<file path="src/rtl/pid_pkg.sv">
// rtl/pid_pkg.sv - shared defaults and fixed widths for the PID steering pipeline
package pid_pkg;

    localparam int DEF_ERR_W   = 12;
    localparam int DEF_SAT_W   = 10;
    localparam int DEF_FRWRD_W = 10;
    localparam int DEF_P_COEFF = 16;
    localparam int DEF_D_COEFF = 7;
    localparam int DEF_D_DEPTH = 3;
    localparam int DEF_I_SHIFT = 6;

    // Derivative difference is clamped to this signed width before the gain
    localparam int D_CLAMP_W   = 8;

endpackage

</file>
<file path="src/rtl/sat_signed.sv">
// rtl/sat_signed.sv - signed saturator from IN_W down to OUT_W bits
module sat_signed #(
    parameter int IN_W  = 12,
    parameter int OUT_W = 10
) (
    input  logic signed [IN_W-1:0]  in_i,
    output logic signed [OUT_W-1:0] out_o
);

    localparam int HI_W = IN_W - OUT_W + 1;

    logic [HI_W-1:0] hi_bits;

    // In range when every bit from the output sign bit upward agrees
    always_comb begin
        hi_bits = in_i[IN_W-1:OUT_W-1];
        if (hi_bits == {HI_W{1'b0}} || hi_bits == {HI_W{1'b1}}) begin
            out_o = in_i[OUT_W-1:0];
        end else if (in_i[IN_W-1]) begin
            out_o = {1'b1, {(OUT_W-1){1'b0}}};
        end else begin
            out_o = {1'b0, {(OUT_W-1){1'b1}}};
        end
    end

endmodule

</file>
<file path="src/rtl/pid_pipe.sv">
// rtl/pid_pipe.sv - two-stage PID heading controller producing left/right wheel speeds
module pid_pipe
    import pid_pkg::*;
#(
    parameter int ERR_W   = DEF_ERR_W,
    parameter int SAT_W   = DEF_SAT_W,
    parameter int FRWRD_W = DEF_FRWRD_W,
    parameter int P_COEFF = DEF_P_COEFF,
    parameter int D_COEFF = DEF_D_COEFF,
    parameter int D_DEPTH = DEF_D_DEPTH,
    parameter int I_SHIFT = DEF_I_SHIFT
) (
    input  logic                    clk,
    input  logic                    rst_n,
    input  logic                    moving,
    input  logic                    err_vld,
    input  logic signed [ERR_W-1:0] error,
    input  logic [FRWRD_W-1:0]      frwrd,
    output logic [FRWRD_W:0]        lft_spd,
    output logic [FRWRD_W:0]        rght_spd,
    output logic                    spd_vld
);

    localparam int P_W = SAT_W + 4;      // width of P term and of the PID sum
    localparam int I_W = SAT_W + 5;      // integrator width
    localparam int S_W = FRWRD_W + 3;    // signed width for speed arithmetic

    localparam logic signed [P_W-1:0] P_K     = P_W'(P_COEFF);
    localparam logic signed [P_W-1:0] D_K     = P_W'(D_COEFF);
    localparam logic signed [S_W-1:0] SPD_MAX = S_W'((1 << FRWRD_W) - 1);

    logic signed [SAT_W-1:0]     err_sat;
    logic signed [P_W-1:0]       p_term;
    logic signed [P_W-1:0]       p_contrib;
    logic signed [I_W-1:0]       i_shr;
    logic signed [P_W-1:0]       i_contrib;
    logic signed [SAT_W:0]       d_raw;
    logic signed [D_CLAMP_W-1:0] d_sat;
    logic signed [P_W-1:0]       d_contrib;

    logic signed [I_W-1:0]       integ_q, integ_d;
    logic signed [I_W:0]         integ_sum;
    logic                        integ_ovf;
    logic signed [SAT_W-1:0]     hist_q [D_DEPTH];

    logic                        s1_vld_q;
    logic signed [P_W-1:0]       s1_p_q, s1_i_q, s1_d_q;
    logic [FRWRD_W-1:0]          s1_frwrd_q;

    logic signed [P_W-1:0]       pid_sum, pid;
    logic signed [S_W-1:0]       frwrd_ext, pid_ext, lft_raw, rght_raw;
    logic [FRWRD_W:0]            lft_d, rght_d;

    logic                        take;

    sat_signed #(.IN_W(ERR_W), .OUT_W(SAT_W)) u_err_sat (
        .in_i  (error),
        .out_o (err_sat)
    );

    sat_signed #(.IN_W(SAT_W + 1), .OUT_W(D_CLAMP_W)) u_d_sat (
        .in_i  (d_raw),
        .out_o (d_sat)
    );

    // P, I and D contributions for the incoming sample; I uses the pre-update integrator
    always_comb begin
        take      = moving & err_vld;
        p_term    = P_W'(err_sat) * P_K;
        p_contrib = p_term >>> 1;
        i_shr     = integ_q >>> I_SHIFT;
        i_contrib = P_W'(i_shr);
        d_raw     = (SAT_W + 1)'(err_sat) - (SAT_W + 1)'(hist_q[D_DEPTH-1]);
        d_contrib = P_W'(d_sat) * D_K;
        integ_sum = (I_W + 1)'(integ_q) + (I_W + 1)'(err_sat);
        integ_ovf = integ_sum[I_W] != integ_sum[I_W-1];
        integ_d   = integ_q;
        if (take && !integ_ovf) begin
            integ_d = integ_sum[I_W-1:0];
        end
    end

    // Integrator and error history; both are wiped whenever the robot stops
    always_ff @(posedge clk or negedge rst_n) begin
        if (!rst_n) begin
            integ_q <= '0;
            for (int k = 0; k < D_DEPTH; k++) hist_q[k] <= '0;
        end else if (!moving) begin
            integ_q <= '0;
            for (int k = 0; k < D_DEPTH; k++) hist_q[k] <= '0;
        end else begin
            integ_q <= integ_d;
            if (err_vld) begin
                hist_q[0] <= err_sat;
                for (int k = 1; k < D_DEPTH; k++) hist_q[k] <= hist_q[k-1];
            end
        end
    end

    // Stage 1 registers the three contributions and the forward speed
    always_ff @(posedge clk or negedge rst_n) begin
        if (!rst_n) begin
            s1_vld_q   <= 1'b0;
            s1_p_q     <= '0;
            s1_i_q     <= '0;
            s1_d_q     <= '0;
            s1_frwrd_q <= '0;
        end else begin
            s1_vld_q <= take;
            if (take) begin
                s1_p_q     <= p_contrib;
                s1_i_q     <= i_contrib;
                s1_d_q     <= d_contrib;
                s1_frwrd_q <= frwrd;
            end
        end
    end

    // Stage 2 mixes PID into the forward speed and clamps each wheel to 0..max
    always_comb begin
        pid_sum   = s1_p_q + s1_i_q + s1_d_q;
        pid       = pid_sum >>> 3;
        frwrd_ext = S_W'(s1_frwrd_q);
        pid_ext   = S_W'(pid);
        lft_raw   = frwrd_ext + pid_ext;
        rght_raw  = frwrd_ext - pid_ext;
        lft_d     = lft_raw[FRWRD_W:0];
        rght_d    = rght_raw[FRWRD_W:0];
        if (lft_raw < 0)            lft_d  = '0;
        else if (lft_raw > SPD_MAX) lft_d  = SPD_MAX[FRWRD_W:0];
        if (rght_raw < 0)            rght_d = '0;
        else if (rght_raw > SPD_MAX) rght_d = SPD_MAX[FRWRD_W:0];
    end

    // Output registers hold between samples and drop to zero when stopped
    always_ff @(posedge clk or negedge rst_n) begin
        if (!rst_n) begin
            lft_spd  <= '0;
            rght_spd <= '0;
            spd_vld  <= 1'b0;
        end else if (!moving) begin
            lft_spd  <= '0;
            rght_spd <= '0;
            spd_vld  <= 1'b0;
        end else begin
            spd_vld <= s1_vld_q;
            if (s1_vld_q) begin
                lft_spd  <= lft_d;
                rght_spd <= rght_d;
            end
        end
    end

endmodule

</file>
<file path="config.mk">
export PLATFORM = sky130hd
export DESIGN_NAME = pid_pipe
export DESIGN_NICKNAME = d
export VERILOG_FILES = /design/src/rtl/pid_pkg.sv /design/src/rtl/sat_signed.sv /design/src/rtl/pid_pipe.sv
export SDC_FILE = /design/constraint.sdc
export NUM_CORES = 1
export LEC_CHECK = 0
export BUFFER_PORTS_ARGS = -buffer_cell sky130_fd_sc_hd__buf_2
export CORE_MARGIN = 2
export CORE_UTILIZATION = 40
export CTS_CLUSTER_SIZE = 30
export DETAILED_ROUTE_END_ITERATION = 7
export SLEW_MARGIN = 20
export SYNTH_ARGS = -nofsm -noshare
export SYNTH_HDL_FRONTEND = slang
export SYNTH_SLANG_ARGS = --single-unit
</file>
<file path="constraint.sdc">
create_clock -name clk -period 4.7 [get_ports clk]
set_clock_uncertainty 0.05 [all_clocks]
set_input_delay 0.94 -clock clk [delete_from_list [all_inputs] [get_ports clk]]
set_output_delay 0.94 -clock clk [all_outputs]
set_load 0.005 [all_outputs]
</file>
==> results of run 1 <==
cells in the final DEF (no fill, tap or decap), types with 13 or more instances in the layout:
cell type and n:
xor2_1 16, buf_2 44, ha_1 59, dfrtp_1 110, inv_1 89, nand2_1 55, xnor2_1 33, a31oi_1 13
fa_1 18, a21oi_1 55, nor3_1 13, mux2i_1 31, buf_4 91, o21ai_0 27, mux2_2 16, a22o_1 13
nor2b_1 38, nor2_1 38
registers in the layout, indices dropped and copies added (netlist names):
register and flops:
hist_q 30, integ_q 15, s1_d_q 12, lft_spd 11, rght_spd 11, s1_frwrd_q 10
s1_p_q 10, s1_i_q 9, s1_vld_q 1, spd_vld 1
cells in the mapped netlist (16+ instances only):
| cell type | instances |
|---|---|
| dfrtp_1 | 110 |
| fa_1 | 20 |
| clkbuf_1 | 20 |
| a21oi_1 | 72 |
| nor2b_1 | 40 |
| o21ai_0 | 35 |
| ha_1 | 73 |
| mux2i_1 | 32 |
| nor3_1 | 17 |
| nor2_1 | 46 |
| nand2_1 | 56 |
| inv_1 | 95 |
| mux2_2 | 16 |
| xor2_1 | 16 |
| xnor2_1 | 37 |
metal layers:
layer,GRT usage (%),part of all wire [%],vias to the layer above
li1,-,-,3158
met1,23.5,45,2963
met2,32.4,49,105
met4,5.72,2.0,0
met3,3.68,3.7,18
met5,0,0,-
cell type report:
class	count	area, um2
Clock buffer	12	256
Clock inverter	4	31.3
Fill cell	1848	9460
Inverter	95	357
Multi-Input combinational cell	606	5170
Sequential cell	110	2750
Tap cell	265	332
Timing Repair Buffer	147	1040
power groups by stage:
| stage | Combinational [W] | Sequential, W | Clock [W] |
|---|---|---|---|
| after floorplan | 0.00352 | 0.00123 | 0 |
| after global placement | 0.00466 | 0.00127 | 0 |
| after detailed placement | 0.00472 | 0.00127 | 0 |
| after CTS | 0.00497 | 0.00125 | 0.000781 |
| after global routing | 0.00619 | 0.00128 | 0.000824 |
| final | 0.00557 | 0.00125 | 0.000755 |
stage by stage:
step	power, W	cell area, um2	worst slack, ps	TNS, ps
finish	0.00758	9940	-481	-2810
global route	0.00829	9940	-738	-4880
CTS	0.00701	9540	-429	-2470
detailed placement	0.00599	8980	-941	-6290
global placement	0.00593	8980	-773	-4860
floorplan	0.00476	8030	-584	-2690
repair_timing:
action / CTS / global route
hold buffers: 0 / 0
buffers inserted: 20 / 16
gates cloned: 0 / 1
endpoints found under the setup margin: 13 / 43
pin swaps: 21 / 37
gates resized for setup: 27 / 61
worst max-delay path: cells and delay by family:
family / cells / cell delay, ps
adders and majority gates: 5 / 1420
muxes: 1 / 130
AOI/OAI and AO/OA: 12 / 1830
and+or+nand+nor: 4 / 440
xor gates and xnor gates: 1 / 170
buffers and inverters: 3 / 430
cell families (layout without fill, tap and decap cells):
family                   after synthesis  in the layout  synth area share (%)
AO/OA/AOI/OAI                        200            201                  16.7
AND/OR/NAND/NOR                      210            210                  13.2
flip-flops                           110            110                  34.9
multiplexers                          48             48                  6.34
XOR/XNOR                              54             54                  6.08
buffers and inverters                124            258                  6.18
adder cells (fa/ha/maj)               93             93                  16.6
final timing paths:
check	start	end	slack [ps]
worst max-delay path	error[10]	s1_d_q[9]	-480
worst min-delay path	rght_spd[0]	rght_spd[0]	410
worst max register to register	hist_q[0]	s1_d_q[9]	20
worst min register to register	rght_spd[0]	rght_spd[0]	410
max in group asynchronous	rst_n	s1_frwrd_q[8]	3180
min in group asynchronous	rst_n	s1_d_q[9]	590
==> impl_metrics.tcl, run 1 <==
set metrics [dict create \
    synth_cell_type_count 66 \
    drtPass1Iterations 5 \
    powerDensity_nw_per_um2 762 \
    drt-total-wl_mm 18.9 \
    grt_overflow 0 \
    worstPathRequired_ps 4900 \
    maxSlewViolCount 0 \
    first_iter_violations 230 \
    fin_ws_ps -481 \
    clkTransAtPathRegs_ps 70 \
    vias 6244 \
    violations "negative setup slack" \
    dieArea_um2 20900 \
    synthCells 839 \
    clockBufferDepth 2 \
    slowest_stage "fa_1" \
    drc 0 \
    cp_slowest_stage_delay_ps 480 \
    synth_area_per_cell_um2 9.41 \
    ys_warn_count 0 \
    cp-end-kind "flop" \
    power_switching_w 0.00337 \
    hold_depth 2 \
    cap_violations 0 \
    power.share.switching_pct 44.5 \
    synth_ff_type "dfrtp_1" \
    cp.arrival_ps 5380 \
    rsz0062_at_grt "yes" \
    numCtsBuffers 9 \
    core_area_um2 19400 \
    syn_nets 958 \
    dp.cells 1192 \
    hold_slack_ps 413 \
    drtAntennaViolNets 0 \
    leakagePower_nw 4.72 \
    tightestPinTransition_ps 760 \
    port_buffers 48 \
    first_global_vias 6185 \
    final_cells 1239 \
    status "finished with violations" \
    num_io_pins 49 \
    wire_per_inst_um 15.3 \
    layout_min_cycle_time_ps 5180 \
    grt_pass1_wl_mm 30.3 \
    cts_root_buf "clkbuf_16" \
    dpl.hpwl_mm 14.0 \
    nets 1088 \
    ys_seq_elements 110 \
    r2r_cells 21 \
    cts_tree "yes" \
    synthToLayoutAreaGrowth_pct 25.9 \
    rows 51 \
    post_drt_via_cell_ratio 5.04 \
    antenna_found_initial 0 \
    final_core_util_pct 51.2 \
    finalSetupViolCount 8 \
    track_usage_pct 18.7 \
    clockPowerShare_pct 10.0 \
    critical_path_class "input pin to flop" \
    synth_edf_count 0 \
    synthesis.area_um2 7900 \
    fp.dieH_um 145 \
    timing.fmax_mhz 193 \
    relSlewSlack_pct 49.3 \
    min_path_type "flop to flop" \
    die_width_um 145 \
    drive_gt1_share_pct 27.6 \
    initial_core_util_pct 40.7 \
    ctsHtreeMaxLevel 3 \
    p_int_w 0.00421 \
    clk_latency_ps 370 \
    num_antenna_cells 0 \
    synthTopCellsByArea "dfrtp_1 (35%), ha_1 (12%), fa_1 (5.1%)" \
    ys_seq_area_share_pct 34.9 \
    timing.final.hold_violations 0 \
    pwr-share-seq_pct 16.5 \
    yosys.area.top_type_share_pct 34.9 \
    ir_drop_v 0.000328 \
    grt_max_degree 59 \
    period_share_pct 110 \
    numClockSinks 110 \
    crit_path_frequent_cell "a21oi_2" \
    async_reset_ff_share_pct 100 \
    critPathLaunchType "input pin" \
    yosys.area.top_type "dfrtp_1" \
    combPwrFrac_pct 73.5 \
    place_congestion 0.851 \
    critPathMaxFanout 4 \
]
No activity file was read; power rests on OpenSTA's default activity.
==> inputs of run 2 (changes only) <==
Settings changed: BUFFER_PORTS_ARGS -buffer_cell sky130_fd_sc_hd__buf_2 to unset, CAP_MARGIN set to 10, DONT_BUFFER_PORTS set to 1.
==> impl_metrics.tcl, run 2 (same netlist as run 1, synthesis figures left out) <==
set metrics [dict create \
    status "finished with violations" \
    violations "negative setup slack" \
    cap_violations 0 \
    ctsHtreeMaxLevel 3 \
    wl_met3_um 703 \
    met2_length_mm 8.36 \
    cp_slowest_stage_delay_ps 450 \
    cts_tree "yes" \
    top_regs "hist_q x30, integ_q x15, s1_d_q x12" \
    clkTransAtPathRegs_ps 70 \
    critical_path_class "input pin to flop" \
    final_cell_mix "dfrtp_1 (110), inv_1 (94), ha_1 (66)" \
    ir_drop_v 0.000318 \
    clk_latency_ps 350 \
    placed_area_um2 8650 \
    powerDensity_nw_per_um2 758 \
    maxSlewViolCount 0 \
    vias 5978 \
    numCtsBuffers 9 \
    cp.arrival_ps 5170 \
    cts_root_buf "clkbuf_16" \
    regMostFlops "hist_q" \
    antenna_found_initial 1 \
    drt-met1-wl_mm 8.09 \
    numClockSinks 110 \
    wire_per_inst_um 15.1 \
    dpl.hpwl_mm 12.9 \
    num_io_pins 49 \
    timing.final.hold_violations 0 \
    drc 0 \
    drive_gt1_share_pct 18.6 \
    fin_ws_ps -312 \
    clockBufferDepth 2 \
    stdcell_area_um2 9260 \
    grt_overflow 0 \
    nets 1007 \
    pre_cts_slack_ps -727 \
    tightestPinTransition_ps 638 \
    dieArea_um2 20900 \
    post_drt_via_cell_ratio 5.17 \
    drtPass1Iterations 4 \
    largest_reg_flops 30 \
    layout_min_cycle_time_ps 5010 \
    place_congestion 0.836 \
    die_width_um 145 \
    crit_start "error[9]" \
    critPathTopFamily "adder cells" \
    tns_ps -1380 \
    layout_commonest_cell "dfrtp_1" \
    critical_path_buf_inv_count 2 \
    num_antenna_cells 0 \
    fp.dieH_um 145 \
    core_area_um2 19400 \
    track_usage_pct 17.4 \
    timing.fmax_mhz 200 \
    top_layer_used "met4" \
    rsz0062_at_grt "yes" \
    min_path_type "input pin to async pin" \
    final_core_util_pct 47.7 \
    grt_max_degree 111 \
    holdBufCountCts 0 \
    critPathLaunchType "input pin" \
    rows 51 \
    synthToLayoutAreaGrowth_pct 17.2 \
    drt-total-wl_mm 17.5 \
    timing.rr.start "hist_q[0]" \
    first_iter_violations 227 \
    grt_pass1_wl_mm 28.5 \
    drtAntennaViolNets 0 \
    leakagePower_nw 4.30 \
    cp-end-kind "flop" \
    relSlewSlack_pct 57.4 \
    period_share_pct 107 \
    slowest_stage "fa_1" \
    finalSetupViolCount 6 \
    first_global_vias 5846 \
    worstPathRequired_ps 4860 \
    port_buffers 0 \
    initial_core_util_pct 40.7 \
    critPathMaxFanout 6 \
]
-- run 2: timing repair --
item | in CTS | in global routing
endpoints found under the setup margin | 6 | 28
setup buffers | 9 | 3
gates resized for setup | 23 | 21
pin swaps | 21 | 14
-- run 2: where the power goes --
group	leakage, nW	switching [W]	internal, W
Clock	0.150	0.000351	0.000475
Combinational	2.70	0.00262	0.00232
Sequential	1.45	0.000129	0.00113
-- run 2: final cells by class --
class / instances / area [um2]
Clock buffer: 10 / 239
Clock inverter: 4 / 72.6
Sequential cell: 110 / 2750
Multi-Input combinational cell: 605 / 4990
Tap cell: 265 / 332
Timing Repair Buffer: 67 / 510
Fill cell: 1858 / 10100
Inverter: 95 / 357
-- run 2: worst reg2reg max path: stages (launching register included) --
cell	delay, ps
dfrtp_1	400
ha_2	210
fa_2	390
nor2b_4	150
o2111ai_2	120
nand4_1	230
a311oi_2	150
mux2i_2	310
o21ai_2	110
buf_6	150
a21oi_4	180
ha_4	230
fa_1	450
buf_4	150
fa_2	330
a21o_1	180
a21oi_2	140
nor2b_1	60
o21ai_1	110
nand2b_1	110
nand3_2	110
a21o_1	120
o22ai_1	60
-- run 2: per-stage QoR --
stage | std cells | power (W) | hold WS, ps
6_report | 1156 | 0.00702 | 230
5_1_grt | 1156 | 0.00768 | 212
4_1_cts | 1153 | 0.00688 | 219
3_5_place_dp | 1132 | 0.00589 | 426
3_3_place_gp | 1132 | 0.00585 | 415
2_1_floorplan | 839 | 0.00476 | 399
-- run 2: final timing paths --
kind / slack [ps] / to / depth (start not counted)
setup / recovery: -310 / s1_d_q[10] / 25
hold / removal: 230 / rght_spd[10] / 0
setup reg to reg: 70 / s1_d_q[10] / 22
hold reg to reg: 440 / s1_p_q[4] / 2
max in group asynchronous: 4220 / hist_q[24] / 0
min in group clk: 440 / s1_p_q[4] / 2
-- run 2: metal layers --
metal | up-vias | GRT usage, %
met5 | - | 0
met4 | 0 | 5.11
met3 | 19 | 3.54
met2 | 100 | 30.4
met1 | 2864 | 21.7
li1 | 2995 | -
